[config.mk]
export PLATFORM = sky130hd
export DESIGN_NAME = key_matrix_scanner_flat
export DESIGN_NICKNAME = d
export VERILOG_FILES = /design/src/rtl/key_matrix_scanner_if.sv /design/src/rtl/key_matrix_scanner.sv /design/src/flat_wrapper.sv
export SDC_FILE = /design/constraint.sdc
export NUM_CORES = 1
export LEC_CHECK = 0
export ABC_CLOCK_PERIOD_IN_PS = 2800
export BUFFER_PORTS_ARGS = -buffer_cell sky130_fd_sc_hd__buf_2
export CORE_MARGIN = 2
export CORE_UTILIZATION = 30
export CTS_CLUSTER_SIZE = 16
export DETAILED_ROUTE_END_ITERATION = 8
export GPL_ROUTABILITY_DRIVEN = 0
export GPL_TIMING_DRIVEN = 0
export PLACE_DENSITY = 0.53
export SKIP_CTS_REPAIR_TIMING = 1
export SLEW_MARGIN = 20
export SYNTH_ARGS = -nofsm -noshare
export SYNTH_HDL_FRONTEND = slang
export SYNTH_SLANG_ARGS = --single-unit
[constraint.sdc]
create_clock -name CLK -period 2.8 [get_ports CLK]
set_clock_uncertainty 0.15 [all_clocks]
set_input_delay 0.42 -clock CLK [delete_from_list [all_inputs] [get_ports CLK]]
set_output_delay 0.42 -clock CLK [all_outputs]
set_load 0.005 [all_outputs]
[src/rtl/key_matrix_scanner_if.sv]
// rtl/key_matrix_scanner_if.sv - key event handshake between the matrix scanner and its consumer
interface key_matrix_scanner_if;
   logic       keyValid;
   logic [3:0] keyCode;
   logic       keyDown;
   logic       keyAck;

   modport master (output keyValid, output keyCode, output keyDown, input keyAck);
   modport slave  (input keyValid, input keyCode, input keyDown, output keyAck);
endinterface

[src/rtl/key_matrix_scanner.sv]
// rtl/key_matrix_scanner.sv - 4x3 key matrix scanner with frame debounce and press-event queue
module key_matrix_scanner #(
   parameter int SCAN_DIV       = 10000,
   parameter int DEBOUNCE_SCANS = 4
) (
   input  logic                        CLK,
   input  logic                        RSTn,
   output logic [3:0]                  rowOut,
   input  logic [2:0]                  colIn,
   key_matrix_scanner_if.master        key
);

   localparam int PW = $clog2(SCAN_DIV + 2);
   localparam int CW = $clog2(DEBOUNCE_SCANS + 2);
   localparam logic [PW-1:0] PRE_MAX = PW'(SCAN_DIV);
   localparam logic [CW-1:0] CNT_MAX = CW'(DEBOUNCE_SCANS);

   typedef enum logic {EMPTY, VALID} state_t;

   state_t        state;
   logic [PW-1:0] prescaler;
   logic [1:0]    row;
   logic [8:0]    snapshot;
   logic [11:0]   prev_frame;
   logic [11:0]   debounced;
   logic [11:0]   pending;
   logic [CW-1:0] stable;
   logic          key_valid;
   logic [3:0]    key_code;
   logic          key_down;

   logic          tick;
   logic          frame_end;
   logic          deb_load;
   logic [11:0]   frame;
   logic [11:0]   pend_set;
   logic [11:0]   pend_clr;
   logic [CW-1:0] stable_nxt;
   logic [3:0]    low_idx;

   assign tick      = (prescaler == PRE_MAX);
   assign frame_end = tick && (row == 2'd3);
   // row 3 is never stored: it is taken straight from the pins on the frame-end tick
   assign frame     = {~colIn, snapshot};
   assign rowOut    = ~(4'b0001 << row);

   assign key.keyValid = key_valid;
   assign key.keyCode  = key_code;
   assign key.keyDown  = key_down;

   always_comb begin
      stable_nxt = '0;
      if (frame == prev_frame)
         stable_nxt = (stable >= CNT_MAX) ? CNT_MAX : stable + 1'b1;
   end

   assign deb_load = frame_end && (stable_nxt >= CNT_MAX);
   assign pend_set = deb_load ? (frame & ~debounced) : '0;

   always_comb begin
      low_idx = '0;
      for (int i = 11; i >= 0; i--)
         if (pending[i]) low_idx = 4'(i);
   end

   assign pend_clr = (state == EMPTY && |pending) ? (12'b1 << low_idx) : '0;

   always_ff @(posedge CLK or negedge RSTn) begin
      if (!RSTn) begin
         prescaler  <= '0;
         row        <= '0;
         snapshot   <= '0;
         prev_frame <= '0;
         stable     <= '0;
         debounced  <= '0;
         key_down   <= 1'b0;
      end else begin
         prescaler <= tick ? '0 : prescaler + 1'b1;
         if (tick) begin
            row <= row + 1'b1;
            case (row)
               2'd0:    snapshot[2:0] <= ~colIn;
               2'd1:    snapshot[5:3] <= ~colIn;
               2'd2:    snapshot[8:6] <= ~colIn;
               default: ;
            endcase
         end
         if (frame_end) begin
            stable     <= stable_nxt;
            prev_frame <= frame;
         end
         if (deb_load)
            debounced <= frame;
         key_down <= deb_load ? |frame : |debounced;
      end
   end

   // new presses and the bit being handed out are merged so neither update is lost
   always_ff @(posedge CLK or negedge RSTn) begin
      if (!RSTn) begin
         state     <= EMPTY;
         pending   <= '0;
         key_valid <= 1'b0;
         key_code  <= '0;
      end else begin
         pending <= (pending & ~pend_clr) | pend_set;
         case (state)
            EMPTY: begin
               if (|pending) begin
                  state     <= VALID;
                  key_valid <= 1'b1;
                  key_code  <= low_idx;
               end
            end
            VALID: begin
               if (key.keyAck) begin
                  state     <= EMPTY;
                  key_valid <= 1'b0;
               end
            end
            default: state <= EMPTY;
         endcase
      end
   end

endmodule

[src/flat_wrapper.sv]
// flat-port wrapper written by rule: the top's interface ports become plain ports
module key_matrix_scanner_flat 
#(
   parameter int SCAN_DIV       = 10000,
   parameter int DEBOUNCE_SCANS = 4
)
  (CLK, RSTn, rowOut, colIn, key_keyValid, key_keyCode, key_keyDown, key_keyAck);
  key_matrix_scanner_if key_i ();
  input  logic CLK;
  input  logic RSTn;
  output logic [3:0] rowOut;
  input  logic [2:0] colIn;
  output wire logic [$bits(key_i.keyValid)-1:0] key_keyValid;
  output wire logic [$bits(key_i.keyCode)-1:0] key_keyCode;
  output wire logic [$bits(key_i.keyDown)-1:0] key_keyDown;
  input wire logic [$bits(key_i.keyAck)-1:0] key_keyAck;
  assign key_keyValid = key_i.keyValid;
  assign key_keyCode = key_i.keyCode;
  assign key_keyDown = key_i.keyDown;
  assign key_i.keyAck = key_keyAck;
  key_matrix_scanner #(.SCAN_DIV(SCAN_DIV), .DEBOUNCE_SCANS(DEBOUNCE_SCANS)) u_core (.CLK(CLK), .RSTn(RSTn), .rowOut(rowOut), .colIn(colIn), .key(key_i));
endmodule
# Word-level counts from Yosys, hierarchy flattened
# Cells that the tools add are included.
[word_totals] regBits=71 inputBits=6 out_inout_bits=10 wordCells=71
[op_classes] n_addsub=3 order_cmp=2 eq_ne=7 shifts=2 mux=24 bitwise=8 reduce_logical=12
[op_table] op="$mux 4" count=12
[op_table] op="$reduce_or 12->1" count=3
[op_table] op="$and 12x12->12" count=2
[op_table] op="$mux 12" count=2
[op_table] op="$not 12->12" count=2
[op_table] op="$add 14x1->14 const B" count=1
[op_table] op="$eq 14x14->1 const B" count=1
[op_table] op="$mux 14" count=1
[op_table] op="$eq 12x12->1" count=1
[op_table] op="$or 12x12->12" count=1
[op_table] op="$shl 1x4->12 const A" count=1
[op_table] op="$reduce_and 2->1" count=5
[op_table] op="$ge 3x3->1 const B" count=2
[op_table] op="$mux 3" count=2
[op_table] op="$mux 1" count=5
[op_table] op="$eq 2x2->1 const B" count=2
[op_table] op="$ne 2x2->1 const B" count=2
[op_table] op="$not 4->4" count=1
[op_table] op="$pmux 1 s2" count=2
[op_table] op="$shl 1x2->4 const A" count=1
[op_table] op="$add 3x1->3 const B" count=1
[op_table] op="$logic_and 1x1->1" count=3
[op_table] op="$not 3->3" count=1
[op_table] op="$add 2x1->2 const B" count=1
[op_table] op="other kinds (3)" count=3

# Depth between registers and ports, before layout
[logic_depth] depth_word=17 mapped_depth=9 depth_no_buf=7

# Worst setup path before layout
# OpenSTA, ideal clock, no wires.
[synth_timing] path_kind="flip-flop to flip-flop" from="reg u_core.prescaler[0]" to="reg u_core.debounced[6]" setup_ns=0.125 arrival_time_ns=2.503 required_time_ns=2.525 slack_ns=0.022 stages_incl_launch_ff=10 n_path_buf=2 synth_period_minus_slack_ns=2.778 cell_sequence="dfrtp_1 -> inv_1 -> ha_1 -> or4b_4 -> nor4_4 -> nand4_2 -> or2_1 -> buf_6 -> buf_6 -> mux2_4"
[synth_via] elab_chain_cells=3
[synth_lines] element="start, declared" line="key_matrix_scanner.sv:21" text="logic [PW-1:0] prescaler;"
[synth_lines] element="start signal, assigned" line="key_matrix_scanner.sv:78" text="prescaler <= tick ? '0 : prescaler + 1'b1;"
[synth_lines] element="$eq 14x14->1" line="key_matrix_scanner.sv:41" text="assign tick = (prescaler == PRE_MAX);"
[synth_lines] element="$logic_and 1x1->1" line="key_matrix_scanner.sv:42" text="assign frame_end = tick && (row == 2'd3);"
[synth_lines] element="$logic_and 1x1->1" line="key_matrix_scanner.sv:57" text="assign deb_load = frame_end && (stable_nxt >= CNT_MAX);"
[synth_lines] element="end signal, assigned" line="key_matrix_scanner.sv:93" text="debounced <= frame;"
[synth_lines] element="end, declared" line="key_matrix_scanner.sv:25" text="logic [11:0] debounced;"
# No other way between the ends.
# A chain may end at the register's enable or synchronous reset.

# Worst setup path in the final report
[layout_timing] from="reg u_core.prescaler[0]" to="reg u_core.key_down (netlist: u_core.key.keyDown)"
[layout_via] elab_chain_cells=4
[layout_lines] element="$eq 14x14->1" line="key_matrix_scanner.sv:41"
[layout_lines] element="$logic_and 1x1->1" line="key_matrix_scanner.sv:42"
[layout_lines] element="$logic_and 1x1->1" line="key_matrix_scanner.sv:57"
[layout_lines] element="$mux 1" line="key_matrix_scanner.sv:94" text="key_down <= deb_load ? |frame : |debounced;"
[layout_lines] element="end signal, assigned" line="key_matrix_scanner.sv:94"
[layout_lines] element="end, declared" line="key_matrix_scanner.sv:30" text="logic key_down;"
# No other way between the ends.

==> flow_metrics.tcl <==
set metrics [dict create \
    worstSetupPathType "flip-flop to flip-flop" \
    rsz0062_at_grt "false" \
    worst-path-max-fanout 10 \
    cts-htree-levels 3 \
    grt_pass1_vias 2392 \
    cts_tree "built" \
    peakVddDrop_v 0.000304 \
    die_w_microns 109 \
    first_iter_violations 118 \
    drv_slew 0 \
    design.portCount 16 \
    yosys_warnings 0 \
    diodes 0 \
    grt_max_degree 48 \
    power_leakage_nw 1.87 \
    drive_gt1_frac 0.171 \
    drv_cap 0 \
    endpoint_kind "flip-flop" \
    max_freq_ghz 0.370 \
    avgViaCountPerCell 4.70 \
    drt-total-wl_microns 6920 \
    hold_start "key_keyAck" \
    cts_buffers 9 \
    ctsLongestPathBuffers 2 \
    final_nets 366 \
    finalCritPeriodShare 0.966 \
    start_util 0.306 \
    dpl.hpwl_microns 4770 \
    grt_usage 0.129 \
    holdPathEnd "u_core.key.keyValid" \
    synthesis.nets 331 \
    core_sq_um 10800 \
    avgSynthCellArea_sq_um 10.5 \
    finalHoldViolations 0 \
    stdcell_count 497 \
    reg2reg_depth 10 \
    drc 0 \
    syn-instance-count 317 \
    port_buffers 15 \
    synth-seq-cells 71 \
    root_buffer "clkbuf_8" \
    hold_class "input pin to flip-flop" \
    first_pass_iters 4 \
    worstSkewPairLatency_ns 0.34 \
    area_delta_synth_final_pct 17.9 \
    n_fill_cell 1113 \
    r2r_slack_ns 0.1 \
    r2r_start "u_core.prescaler[0]" \
    run_status "finished, final reports clean" \
    routedWlPerCell_microns 13.9 \
    mostFrequentLayoutCells "dfrtp_1 (71), nand2_1 (52), o21ai_0 (30), nor2_1 (19), xor2_1 (16)" \
    ant_nets 0 \
    overflow 0 \
    antenna_found_initial 0 \
    setup_viol 0 \
    setup.worst_path.start_class "flip-flop" \
    r2r_end "u_core.key.keyDown" \
    fin_util 0.361 \
    rows 38 \
    die_area_sq_um 11900 \
    hold_depth 2 \
    slew_headroom 0.588 \
    min_period_ns 2.70 \
    syn-cell-area_sq_um 3320 \
    clk_pin_slew_worst_paths_ns 0.08 \
    synth.distinct_cells 43 \
    worst_slew_pin_slew_ns 0.614 \
    grt_pass1_wl_microns 12000 \
    clock_sinks 71 \
    final_common_cell "dfrtp_1" \
    dp_cells 473 \
    die_h_microns 109 \
    p_per_area_nw_per_um2 651 \
    ys_seq_area_frac 0.535 \
    vias 2335 \
    required_ns 2.88 \
    cp.arrival_ns 2.78 \
]
[routing by layer]
metal	global-route usage	vias to the layer above	part of all wire
met4	0.0244	0	0.0071
met1	0.171	1115	0.49
met5	0	-	0
met2	0.212	45	0.47
li1	-	1170	-
met3	0.0395	5	0.037
[final cells by class]
type / instances / area, sq um / area share
Multi-Input combinational cell: 226 / 1470 / 0.375
Sequential cell: 71 / 1780 / 0.454
Inverter: 15 / 56.3 / 0.0144
Clock buffer: 11 / 151 / 0.0387
Buffer: 5 / 35.0 / 0.00895
Tap cell: 140 / 175 / 0.0447
Clock inverter: 5 / 80.1 / 0.0204
Timing Repair Buffer: 24 / 171 / 0.0438
[critical path, stage by stage (launching register included)]
cell and delay (ns):
dfrtp_1 0.42, inv_1 0.07, ha_1 0.14, or4b_4 0.49, nor4_4 0.16, buf_6 0.17
nand4_4 0.12, or2_1 0.27, buf_6 0.14, buf_6 0.14, mux2_4 0.30
[Yosys cell counts, drive strengths merged]
cell     count  area share
dfrtp       71        0.53
nand2       52       0.059
o21ai       31       0.047
nor2        19       0.021
xor2        16       0.042
inv         15       0.017
nor4        14       0.031
mux2        13       0.049
nand2b      10       0.019
xnor2        9       0.024
ha           8       0.030
nand3        8       0.012
o31ai        8       0.018
nor2b        4      0.0075
a21oi        3      0.0045
and3         3      0.0057
clkbuf       3      0.0034
nand4        3      0.0075
a21o         2      0.0045
buf          2      0.0068
nand4b       2      0.0053
nor3         2      0.0030
or3          2      0.0038
a22o         1      0.0026
a311oi       1      0.0026
a31o         1      0.0026
a31oi        1      0.0019
and4b        1      0.0030
nand3b       1      0.0023
nand4bb      1      0.0034
nor3b        1      0.0023
o21bai       1      0.0023
o22a         1      0.0026
o22ai        1      0.0019
o2bb2ai      1      0.0026
o32ai        1      0.0026
or2          1      0.0019
or3b         1      0.0026
or4b         1      0.0041
or4bb        1      0.0034
[stage by stage]
step                      hold WS (ns)  area (sq um)  setup TNS, ns  power, mW  setup slack, ns
after CTS                       -0.168          3830          -7.32       2.59           -0.384
after detailed placement         0.209          3600          -6.70       1.64           -0.366
after global routing            0.0911          3920              0       2.72          0.00806
final                            0.115          3920              0       2.55           0.0963
after global placement           0.318          3570          -6.04       1.63           -0.345
after floorplan                -0.0256          3320              0       1.49           0.0219
[worst max path at each step]
| stage | start | cells after the start | endpoint | slack (ns) |
|---|---|---|---|---|
| floorplan | u_core.prescaler[0] | 9 | u_core.debounced[6] | 0.02 |
| global placement | u_core.prescaler[0] | 9 | u_core.key.keyDown | -0.34 |
| detailed placement | u_core.prescaler[0] | 9 | u_core.key.keyDown | -0.37 |
| CTS | u_core.prescaler[0] | 9 | u_core.key.keyDown | -0.38 |
| global route | u_core.prescaler[0] | 10 | u_core.key.keyDown | 0.008 |
| finish | u_core.prescaler[0] | 10 | u_core.key.keyDown | 0.1 |
[flip-flops by register name (all words and copies together) (netlist names)]
signal and cells:
u_core.prescaler 14, u_core.debounced 12, u_core.pending 12, u_core.prev_frame 12, u_core.snapshot 9, u_core.key.keyCode 4
u_core.stable 3, u_core.row 2, u_core.key.keyDown 1, u_core.key.keyValid 1, u_core.state 1
[where the power goes]
group	switching [mW]	internal [mW]
combinational	0.257	0.206
sequential	0.0624	1.09
clock	0.384	0.549
[kinds of logic (layout without fill, tap and decap cells)]
logic type	Yosys count	in the layout	synth area share
and+or+nand+nor	127	127	0.198
xor gates and xnor gates	25	25	0.0659
adders and majority gates	8	8	0.0301
AOI/OAI and AO/OA	53	53	0.0957
DFF	71	71	0.535
buffers and inverters	20	60	0.0271
muxes	13	13	0.0486
Note: power is estimated with default switching activity, not from simulation.
